**config.mk**
```make
export PLATFORM = sky130hd
export DESIGN_NAME = inv_shift_rows_serial
export DESIGN_NICKNAME = d
export VERILOG_FILES = /design/src/rtl/inv_shift_rows_serial.sv
export SDC_FILE = /design/constraint.sdc
export NUM_CORES = 1
export LEC_CHECK = 0
export ABC_AREA = 1
export BUFFER_PORTS_ARGS = -buffer_cell sky130_fd_sc_hd__buf_2
export CAP_MARGIN = 20
export CORE_MARGIN = 5
export CORE_UTILIZATION = 65
export CTS_BUF_LIST = sky130_fd_sc_hd__clkbuf_4 sky130_fd_sc_hd__clkbuf_8
export DETAILED_ROUTE_END_ITERATION = 8
export PLACE_DENSITY = 0.91
export SLEW_MARGIN = 20
export SYNTH_ARGS = -nofsm -noshare
export SYNTH_HDL_FRONTEND = slang
export SYNTH_SLANG_ARGS = --single-unit
```
**constraint.sdc**
```tcl
create_clock -name clk -period 4.72 [get_ports clk]
set_input_delay 0.236 -clock clk [delete_from_list [all_inputs] [get_ports clk]]
set_output_delay 0.236 -clock clk [all_outputs]
set_load 0.05 [all_outputs]
```
**src/rtl/inv_shift_rows_serial.sv**
```systemverilog
// rtl/inv_shift_rows_serial.sv - byte-serial AES InvShiftRows with ping-pong block buffers
// Optional INV_SHIFT_ROWS_FWD_EN adds a per-block fwd bit selecting forward ShiftRows.
module inv_shift_rows_serial (
  input  logic       clk,
  input  logic       rst,
`ifdef INV_SHIFT_ROWS_FWD_EN
  input  logic       fwd,
`endif
  input  logic       in_valid,
  output logic       in_ready,
  input  logic [7:0] in_data,
  output logic       out_valid,
  input  logic       out_ready,
  output logic [7:0] out_data,
  output logic       out_last
);

  typedef enum logic [1:0] {EMPTY, FILLING, FULL, DRAINING} buf_state_e;

  buf_state_e  st_q [0:1];
  buf_state_e  st_d [0:1];
  logic [3:0]  wr_cnt_q, wr_cnt_d;
  logic [3:0]  rd_cnt_q, rd_cnt_d;
  logic        wr_sel_q, wr_sel_d;
  logic        rd_sel_q, rd_sel_d;
  logic [7:0]  mem_q [0:31];
  logic [7:0]  mem_d [0:31];
  logic        in_fire, out_fire;
  logic        blk_fwd;
  logic [1:0]  rd_row, rd_col, src_col;
  logic [4:0]  rd_slot;

`ifdef INV_SHIFT_ROWS_FWD_EN
  logic        fwd_q [0:1];
  logic        fwd_d [0:1];
  assign blk_fwd = fwd_q[rd_sel_q];
`else
  assign blk_fwd = 1'b0;
`endif

  // State register
  always_ff @(posedge clk) begin
    if (rst) begin
      st_q[0]  <= EMPTY;
      st_q[1]  <= EMPTY;
      wr_cnt_q <= 4'd0;
      rd_cnt_q <= 4'd0;
      wr_sel_q <= 1'b0;
      rd_sel_q <= 1'b0;
    end else begin
      st_q[0]  <= st_d[0];
      st_q[1]  <= st_d[1];
      wr_cnt_q <= wr_cnt_d;
      rd_cnt_q <= rd_cnt_d;
      wr_sel_q <= wr_sel_d;
      rd_sel_q <= rd_sel_d;
    end
  end

  // Block storage carries no reset; stale bytes are unreachable once states are EMPTY.
  always_ff @(posedge clk) begin
    for (int i = 0; i < 32; i++) mem_q[i] <= mem_d[i];
`ifdef INV_SHIFT_ROWS_FWD_EN
    fwd_q[0] <= fwd_d[0];
    fwd_q[1] <= fwd_d[1];
`endif
  end

  // Output decode from registered state only
  always_comb begin
    in_ready  = (st_q[wr_sel_q] == EMPTY) || (st_q[wr_sel_q] == FILLING);
    out_valid = (st_q[rd_sel_q] == FULL) || (st_q[rd_sel_q] == DRAINING);
    rd_row    = rd_cnt_q[1:0];
    rd_col    = rd_cnt_q[3:2];
    src_col   = blk_fwd ? (rd_col + rd_row) : (rd_col - rd_row);
    rd_slot   = {rd_sel_q, src_col, rd_row};
    out_data  = out_valid ? mem_q[rd_slot] : 8'h00;
    out_last  = out_valid && (rd_cnt_q == 4'd15);
  end

  assign in_fire  = in_valid && in_ready;
  assign out_fire = out_valid && out_ready;

  // Next-state logic; write and read never target the same buffer in one cycle.
  always_comb begin
    st_d[0]  = st_q[0];
    st_d[1]  = st_q[1];
    wr_cnt_d = wr_cnt_q;
    rd_cnt_d = rd_cnt_q;
    wr_sel_d = wr_sel_q;
    rd_sel_d = rd_sel_q;
    for (int i = 0; i < 32; i++) mem_d[i] = mem_q[i];
`ifdef INV_SHIFT_ROWS_FWD_EN
    fwd_d[0] = fwd_q[0];
    fwd_d[1] = fwd_q[1];
`endif
    if (in_fire) begin
      mem_d[{wr_sel_q, wr_cnt_q}] = in_data;
`ifdef INV_SHIFT_ROWS_FWD_EN
      if (wr_cnt_q == 4'd0) fwd_d[wr_sel_q] = fwd;
`endif
      wr_cnt_d = wr_cnt_q + 4'd1;
      if (wr_cnt_q == 4'd15) begin
        st_d[wr_sel_q] = FULL;
        wr_sel_d       = ~wr_sel_q;
      end else begin
        st_d[wr_sel_q] = FILLING;
      end
    end
    if (out_fire) begin
      rd_cnt_d = rd_cnt_q + 4'd1;
      if (rd_cnt_q == 4'd15) begin
        st_d[rd_sel_q] = EMPTY;
        rd_sel_d       = ~rd_sel_q;
      end else begin
        st_d[rd_sel_q] = DRAINING;
      end
    end
  end

endmodule

```
==> impl_metrics.toml, run 1 <==
[final_layout]
mostFrequentLayoutCells = "nand2_1 (331), edfxtp_1 (256), nand3_1 (176)"
post-route-util_pct = 71.50
drive_gt1_share_pct = 8.642
fillers = 1125
final_area_mm2 = 0.01245
nNetsFinal = 1127
final_common_cell = "nand2_1"
num_antenna_cells = 0
syn2layout_area_growth_pct = 7.495
final_cells = 1359

[worst_setup_path]
cpMostUsedCell = "nand2_1"
path_cells = "ha_1 -> inv_2 -> nand3_1 -> nand2_1 -> nand2_1 -> nand2_1 -> nor2_1 -> nor2_1 -> buf_2"
crit_buf_inv = 2
worstPathMaxFanout = 82
path_delay_family = "flip-flops"
cp-startpoint = "rd_cnt_q[0]"
max_stage_delay_ns = 0.94
cp-end-kind = "primary output"
arrival_ns = 3.55
path_class = "flip-flop to primary output"
cp_slowest_cell = "dfxtp_4"
rr_startpoint = "rd_cnt_q[0]"
required_ns = 4.48
worstSetupStartpointType = "flip-flop"

[run]
cap_violations = 0

[clock_network]
clockBufferDepth = 3
cts_setup_buffers = 0
path_clk_slew_ns = 0.06
cts_max_level = 2
numCtsBuffers = 40
cts.sinks = 270
cts_tree = "built"
clockRootBuffer = "clkbuf_8"
clock_latency_ns = 0.53

[logic_synthesis]
avgSynthCellArea_um2 = 10.63
ys_ff_latch = 270
synth.largest_area_cell = "edfxtp_1"
synth_top_cell_area_share_pct = 66.36
yosysWarnings = 0
synthesis.nets = 1108
synth.yosys.seq_area_share_pct = 68.78
synth_cell_type_count = 28
netlist_instances = 1090
synth_area_mm2 = 0.01158
synth_area_leaders = "edfxtp_1 (66%), nand2_1 (11%), nand3_1 (7.6%), inv_1 (3.2%), nor2_1 (3.1%)"

[detailed_routing]
ant_nets = 0
dr_wl_met3_mm = 3.057
drcViolationCount = 0
dr.pass1.iters = 6
wl_mm = 26.94
dr_total_vias = 8119
post_drt_wl_per_cell_um = 19.82
met1Wirelength_mm = 9.711
drt_iter0_drc = 1331
wl_met2_mm = 13.10
viasPerCell = 5.974
dr.max_layer_used = "met4"

[power]
p_leak_nw = 4.787
p_per_area_mw_per_mm2 = 361.2
ir_drop_uv = 265.2

[place]
dpl.cell_count = 1290
numPortBuffers = 22
placed_cell_area_mm2 = 0.01169
place_hpwl_mm = 16.04
gp_congestion = 1.032

[timing]
hold_viol = 0
maxSlewHeadroom_pct = 34.55
clock_skew_ns = 0.01882
grt_setup_unrepaired = "false"
min_period_ns = 3.790
finalMaxSlewViolations = 0
fmax_mhz = 263.9
setup_viol = 0
whs_ns = 0.1377
setup_tns_ns = 0
finalCritPeriodShare_pct = 80.30
worst_pin_slew_ns = 0.9818

[global_route]
grt_max_degree = 110
grt_pass1_wl_mm = 41.90
grt_usage_pct = 26.78
antenna_found_initial = 0
grt_overflow_total = 0
grt_pass1_vias = 7888

[floorplanning]
ios = 23
fp.dieH_um = 143.5
initial_utilization_pct = 66.52
rows = 48
core_area_mm2 = 0.01742
fp.dieW_um = 143.5
die_area_mm2 = 0.02059

[worst_hold_path]
hp-class = "input port to flip-flop"
hp-start = "in_valid"

[run_status]
status = "complete, no violations"
## what timing repair did
item | CTS | global route
hold endpoints to repair | 2 | 0
resized for setup | 0 | 0
hold buffers | 2 | 0
## layer usage
layer,vias up,global-route usage (%)
met4,0,10.90
met1,3793,35.44
li1,3694,-
met5,-,0
met3,89,4.859
met2,543,44.43
## area by class of cell
type                       count  area, um2  area share, %
inverter                     101      384.1          3.084
clock buffer                  55      688.2          5.526
clock inverter                12      51.30         0.4119
tap                          225      281.5          2.261
sequential                   270       7973          64.02
timing repair buffer          29      167.7          1.346
multi-input combinational    667       2908          23.35
## synthesized netlist by cell type
master	n
o21ai_0	11
edfxtp_1	256
inv_4	1
nand2_1	331
nand2_2	2
buf_4	5
clkbuf_1	4
or2_1	4
buf_1	2
o21ai_1	14
buf_6	10
o21ai_2	1
a21oi_4	1
nor2_1	95
ha_1	6
nand3_1	176
inv_1	98
nand4_1	1
nor4_1	1
o211ai_1	8
nor3_1	2
inv_2	2
dfxtp_1	14
a31oi_1	3
nand3_2	1
a21oi_1	7
buf_2	31
nor2_2	3
## flip-flops by register name (all words and copies together) (netlist names), named ones only
name      flops
wr_sel_q      1
rd_sel_q      1
st_q          2
wr_cnt_q      4
mem_q       256
rd_cnt_q      4
## kinds of logic after synthesis
| logic type | after synthesis | share of synthesized area, % |
|---|---|---|
| AOI/OAI and AO/OA | 45 | 2.279 |
| adders and majority gates | 6 | 0.6480 |
| buffers and inverters | 153 | 6.124 |
| DFF | 270 | 68.78 |
| and+or+nand+nor | 616 | 22.17 |
## worst paths after layout
| check | to | slack (ns) | cells after the start |
|---|---|---|---|
| setup / recovery | out_data[6] | 0.93 | 9 |
| setup reg to reg | st_q[1][1] | 1.95 | 7 |
| hold / removal | wr_cnt_q[1] | 0.14 | 3 |
| hold reg to reg | st_q[1][1] | 0.52 | 2 |
## stage by stage
| step | worst slack, ns | total power, mW |
|---|---|---|
| final | 0.9301 | 4.499 |
| after global routing | 0.7964 | 4.628 |
| after CTS | 0.9912 | 4.510 |
| after detailed placement | 1.574 | 2.784 |
| after global placement | 1.670 | 2.780 |
| after floorplan | 2.420 | 2.724 |
## worst reg2reg max path: cells and delay by family, from the launching register on
kind                     cells  cell delay (ns)
flip-flops                   1             0.94
AND/OR/NAND/NOR              2             0.29
buffers and inverters        2             0.76
AO/OA/AOI/OAI                2             0.32
adder cells (fa/ha/maj)      1             0.33
## where the power goes
part	switching, mW	internal (mW)	total [mW]	leakage [nW]
sequential	0.00522	2.64	2.64	2.42
clock	0.824	0.936	1.76	0.389
combinational	0.0802	0.0166	0.0969	1.98
No activity file was read; power rests on OpenSTA's default activity.
==> run 2, diff against run 1 <==
--- a/config.mk
+++ b/config.mk
@@ -9,10 +9,10 @@
 export BUFFER_PORTS_ARGS = -buffer_cell sky130_fd_sc_hd__buf_2
 export CAP_MARGIN = 20
 export CORE_MARGIN = 5
-export CORE_UTILIZATION = 65
+export CORE_UTILIZATION = 59
 export CTS_BUF_LIST = sky130_fd_sc_hd__clkbuf_4 sky130_fd_sc_hd__clkbuf_8
 export DETAILED_ROUTE_END_ITERATION = 8
-export PLACE_DENSITY = 0.91
+export PLACE_DENSITY = 0.88
 export SLEW_MARGIN = 20
 export SYNTH_ARGS = -nofsm -noshare
 export SYNTH_HDL_FRONTEND = slang
==> constraint.sdc (replaced) <==
create_clock -name clk -period 3.25 [get_ports clk]
set_input_delay 0.1625 -clock clk [delete_from_list [all_inputs] [get_ports clk]]
set_output_delay 0.1625 -clock clk [all_outputs]
set_load 0.05 [all_outputs]
==> run 2 against run 1 <==
  * Via count down 0.39%
  * Critical path depth up 2
  * Cell area up 2.5%
  * Sequential power up 45%
  * Sequential share of layout area down 1.6 points
  * Clock skew up 0.0067 ns
  * Clock power up 69%
  * Combinational power up 42%
  * First-iteration DRC count down 17%
  * Final cell count up 4.5%
==> impl_metrics.toml, run 2 (synthesis results as in run 1) <==
[worst_setup_path]
cp-end-kind = "primary output"
worstPathMaxFanout = 24
cp-startpoint = "rd_cnt_q[0]"
rr_startpoint = "st_q[1][1]"
worstSetupStartpointType = "flip-flop"
r2r_setup_slack_ns = 0.85
ff2ff_path_depth = 7
path_class = "flip-flop to primary output"
arrival_ns = 2.80
required_ns = 3.09
r2r-end = "mem_q[12][7]"

[place]
numPortBuffers = 22
dp_slack_ns = 0.8524
gp_congestion = 0.8896
place_hpwl_mm = 16.18

[run]
cap_violations = 0

[power]
p_leak_nw = 4.921
p_per_area_mw_per_mm2 = 544.5
ir_drop_uv = 266.4

[detailed_routing]
viasPerCell = 5.695
dr_total_vias = 8087
post_drt_wl_per_cell_um = 18.90
ant_nets = 0
drcViolationCount = 0
dr.pass1.iters = 6
wl_mm = 26.83
drt_iter0_drc = 1111

[clock_network]
clockRootBuffer = "clkbuf_8"
cts_tree = "built"
cts_setup_buffers = 0
path_clk_slew_ns = 0.06
numCtsBuffers = 43
cts_max_level = 2
cts_resized = 0
clockBufferDepth = 3
cts.sinks = 270
clock_latency_ns = 0.56

[floorplanning]
ios = 23
core_area_mm2 = 0.01940
rows = 51
die_area_mm2 = 0.02254
fp.dieW_um = 150.1
initial_utilization_pct = 59.72
fp.dieH_um = 150.1

[timing]
min_period_ns = 2.963
finalMaxSlewViolations = 0
fmax_mhz = 337.5
clock_skew_ns = 0.02557
setup_ws_ns = 0.2873
finalCritPeriodShare_pct = 91.16
setup_viol = 0
hold_viol = 0
grt_setup_unrepaired = "false"
setup_tns_ns = 0
maxSlewHeadroom_pct = 37.67
worst_pin_slew_ns = 0.9315

[final_layout]
drive_gt1_share_pct = 10.04
largest-register = "mem_q"
syn2layout_area_growth_pct = 10.21
nNetsFinal = 1138
final_common_cell = "nand2_1"
reg_top3 = "mem_q (256), rd_cnt_q (4), wr_cnt_q (4)"
num_antenna_cells = 0
largest_register_ffs = 256
mostFrequentLayoutCells = "nand2_1 (331), edfxtp_1 (256), nand3_1 (176)"

[worst_hold_path]
holdPathEnd = "wr_cnt_q[1]"
hold_path_depth = 3
hp-start = "in_valid"
hp-class = "input port to flip-flop"

[run_status]
status = "complete, no violations"

[global_route]
antenna_found_initial = 1
grt_overflow_total = 0
grt_pass1_wl_mm = 41.75
grt_usage_pct = 24.28
grt_pass1_vias = 7841
grt_max_degree = 114
==> run 2: cell count changes in the layout (fill, tap and decap cells not counted), sizes merged <==
cell    previous run  this run
bufinv             0         3
inv              101       102
buf               27        35
clkinv            11        20
==> run 2: routing by layer <==
metal	routed length, um	track usage [%]	vias up	share of wire, %
met5	20	0	-	0.075
met4	950	10.20	2	3.5
met3	2959	4.666	87	11
met2	13190	40.10	532	49
met1	9713	31.85	3745	36
li1	-	-	3721	-
==> run 2: final cells by class <==
| cell class | instances | area, um2 |
|---|---|---|
| tap | 265 | 331.6 |
| inverter | 101 | 381.6 |
| fill | 1402 | 6631 |
| timing repair buffer | 37 | 277.8 |
| multi-input combinational | 667 | 2908 |
| sequential | 270 | 7973 |
| clock inverter | 25 | 195.2 |
| clock buffer | 55 | 700.7 |
==> run 2: stage by stage <==
stage	hold WS (ns)	power (mW)	instances	util, %	cell area, um2
final	0.07241	6.952	1420	65.82	12770
after global routing	0.08875	7.144	1420	65.82	12770
after CTS	0.04622	6.964	1420	65.82	12770
after detailed placement	0.3975	4.042	1338	61.09	11850
after global placement	0.3938	4.034	1338	61.09	11850
after floorplan	0.2418	3.956	1090	-	11580
==> run 2: worst max-delay path by stage <==
| stage | slack (ns) | end | cells past startpoint |
|---|---|---|---|
| floorplan | 1.02 | out_last | 3 |
| global placement | 0.89 | out_data[4] | 11 |
| detailed placement | 0.85 | out_data[4] | 11 |
| CTS | 0.27 | out_data[4] | 11 |
| global route | 0.06 | out_data[4] | 11 |
| finish | 0.29 | out_data[4] | 11 |
==> run 2: where the power goes <==
part | internal [mW] | switching (mW) | leakage [nW]
combinational | 0.0248 | 0.113 | 2.03
sequential | 3.83 | 0.00773 | 2.42
clock | 1.66 | 1.31 | 0.470
total | 5.52 | 1.43 | 4.92
==> run 2: repair_timing <==
| action | 4_1_cts | 5_1_grt |
|---|---|---|
| hold buffers | 2 | 0 |
| hold endpoints to repair | 4 | 0 |
| endpoints found under the setup margin | 0 | 0 |
==> run 2: critical path: stages, from the launching register on <==
cell     delay (ns)
dfxtp_4        0.53
ha_1           0.26
inv_1          0.08
nand2_1        0.08
nand3_1        0.07
nand2_1        0.38
buf_4          0.21
nand3_1        0.09
nand2_1        0.07
nor2_1         0.04
nor2_1         0.15
buf_2          0.29
==> run 3, diff against run 2 <==
--- a/config.mk
+++ b/config.mk
@@ -10,7 +10,7 @@
 export CAP_MARGIN = 20
 export CORE_MARGIN = 5
 export CORE_UTILIZATION = 59
-export CTS_BUF_LIST = sky130_fd_sc_hd__clkbuf_4 sky130_fd_sc_hd__clkbuf_8
+export CTS_BUF_LIST = sky130_fd_sc_hd__clkbuf_8
 export DETAILED_ROUTE_END_ITERATION = 8
 export PLACE_DENSITY = 0.88
 export SLEW_MARGIN = 20
==> run 3 against run 2 <==
  * Final cell count is the same
  * Hold slack gained 0.023 ns
  * Flip-flop and latch count did not move
  * Fmax fell by 0.30%
  * Worst setup slack worse by 0.0090 ns
  * Wire length is 0.61% higher
  * Register-to-register slack is essentially flat
  * Clock skew decreased by 0.0058 ns
  * Non-clock buffer count did not move
  * Sequential power about the same
==> impl_metrics.toml, run 3 (synthesis results as in run 1) <==
[run_status]
status = "complete, no violations"

[floorplanning]
ios = 23
fp.dieH_um = 150.1
fp.dieW_um = 150.1
initial_utilization_pct = 59.72
die_area_mm2 = 0.02254
rows = 51
core_area_mm2 = 0.01940

[detailed_routing]
dr_total_vias = 8104
drcViolationCount = 0
viasPerCell = 5.707
ant_nets = 0
drt_iter0_drc = 1169
post_drt_wl_per_cell_um = 19.01
dr.pass1.iters = 6
wl_mm = 27.00

[worst_setup_path]
worstSetupStartpointType = "flip-flop"
path_class = "flip-flop to primary output"
rr_startpoint = "st_q[1][1]"
arrival_ns = 2.81
cp-startpoint = "rd_cnt_q[0]"
required_ns = 3.09
worstPathMaxFanout = 24
cp-end-kind = "primary output"

[clock_network]
numCtsBuffers = 43
cts_tree = "built"
cts_setup_buffers = 0
cts_max_level = 2
clock_latency_ns = 0.55
path_clk_slew_ns = 0.06
clockBufferDepth = 3
clockRootBuffer = "clkbuf_8"
cts.sinks = 270

[global_route]
busiest_layer = "met2"
grt_use_met3_pct = 5.057
grt_pass1_vias = 7850
grt_max_degree = 114
grt_usage_pct = 24.44
antenna_found_initial = 1
grt_pass1_wl_mm = 41.97
use_met1_pct = 32.02
grt_overflow_total = 0
grt_use_met2_pct = 40.12

[timing]
clock_skew_ns = 0.01973
finalMaxSlewViolations = 0
setup_tns_ns = 0
worst_pin_slew_ns = 0.9537
min_period_ns = 2.972
hold_viol = 0
maxSlewHeadroom_pct = 36.18
setup_ws_ns = 0.2783
finalCritPeriodShare_pct = 91.44
setup_viol = 0
grt_setup_unrepaired = "false"
fmax_mhz = 336.5

[final_layout]
final_common_cell = "nand2_1"
reg_top3 = "mem_q (256), rd_cnt_q (4), wr_cnt_q (4)"
fillers = 1411
num_antenna_cells = 0
largest_register_ffs = 256
nNetsFinal = 1138
largest-register = "mem_q"
syn2layout_area_growth_pct = 9.915
mostFrequentLayoutCells = "nand2_1 (331), edfxtp_1 (256), nand3_1 (176)"
drive_gt1_share_pct = 9.264

[power]
p_per_area_mw_per_mm2 = 537.6
ir_drop_uv = 266.3
pwr-share-seq_pct = 56.0
power.share.switching_pct = 20.92
p_leak_nw = 4.928
clkPwrFrac_pct = 41.9
pwr-share-comb_pct = 2.0
p_sw_mw = 1.432
p_int_mw = 5.413

[worst_hold_path]
hp-class = "input port to flip-flop"
hp-start = "in_valid"

[place]
numPortBuffers = 22
dp_slack_ns = 0.8524
gp_congestion = 0.8896
place_hpwl_mm = 16.18

[run]
cap_violations = 0
## run 3: per-stage QoR
step / instances / hold slack [ns] / instance area [um2] / utilization (%) / power [mW]
floorplan: 1090 / 0.2418 / 11580 / - / 3.956
global placement: 1338 / 0.3938 / 11850 / 61.09 / 4.034
detailed placement: 1338 / 0.3975 / 11850 / 61.09 / 4.042
CTS: 1420 / 0.04834 / 12730 / 65.64 / 6.856
global route: 1420 / 0.08872 / 12730 / 65.64 / 7.043
finish: 1420 / 0.09561 / 12730 / 65.64 / 6.846
## run 3: power by group through the flow
| stage | registers [mW] | clock network [mW] | logic [mW] |
|---|---|---|---|
| 2_1_floorplan | 3.91 | 0 | 0.0479 |
| 3_3_place_gp | 3.91 | 0 | 0.126 |
| 3_5_place_dp | 3.91 | 0 | 0.133 |
| 4_1_cts | 3.84 | 2.88 | 0.135 |
| 5_1_grt | 3.84 | 3.06 | 0.149 |
| 6_report | 3.84 | 2.87 | 0.138 |
## run 3: timing repair
action	4_1_cts	5_1_grt
resized for setup	0	0
endpoints found under the setup margin	0	0
endpoints found under the hold margin	4	0
hold buffers	2	0
## run 3: worst paths after layout
check	cells after the start	slack [ns]	endpoint
setup reg to reg	7	0.84	mem_q[8][2]
setup / recovery	11	0.28	out_data[4]
hold / removal	3	0.1	wr_cnt_q[1]
hold reg to reg	2	0.52	st_q[1][1]
## run 3: cell type report
class                      instances  area (um2)  share of cell area, %
timing repair buffer              37       277.8                  2.181
sequential                       270        7973                  62.61
clock inverter                    34       229.0                  1.798
tap                              265       331.6                  2.604
inverter                         101       381.6                  2.997
multi-input combinational        667        2908                  22.84
clock buffer                      46       633.1                  4.972
## run 3: critical path: stages (launching register included)
cell and delay (ns):
dfxtp_4 0.53, ha_1 0.27, inv_1 0.08, nand2_1 0.08, nand3_1 0.07, nand2_1 0.39, buf_4 0.21, nand3_1 0.09
nand2_1 0.07, nor2_1 0.04, nor2_1 0.15, buf_2 0.29
## run 3: routing by layer
| layer | vias to the layer above | routed length [um] | share of wire, % |
|---|---|---|---|
| met3 | 88 | 2829 | 10 |
| met4 | 2 | 888 | 3.3 |
| met1 | 3792 | 9890 | 37 |
| met2 | 500 | 13370 | 50 |
| li1 | 3722 | - | - |
| met5 | - | 20 | 0.074 |
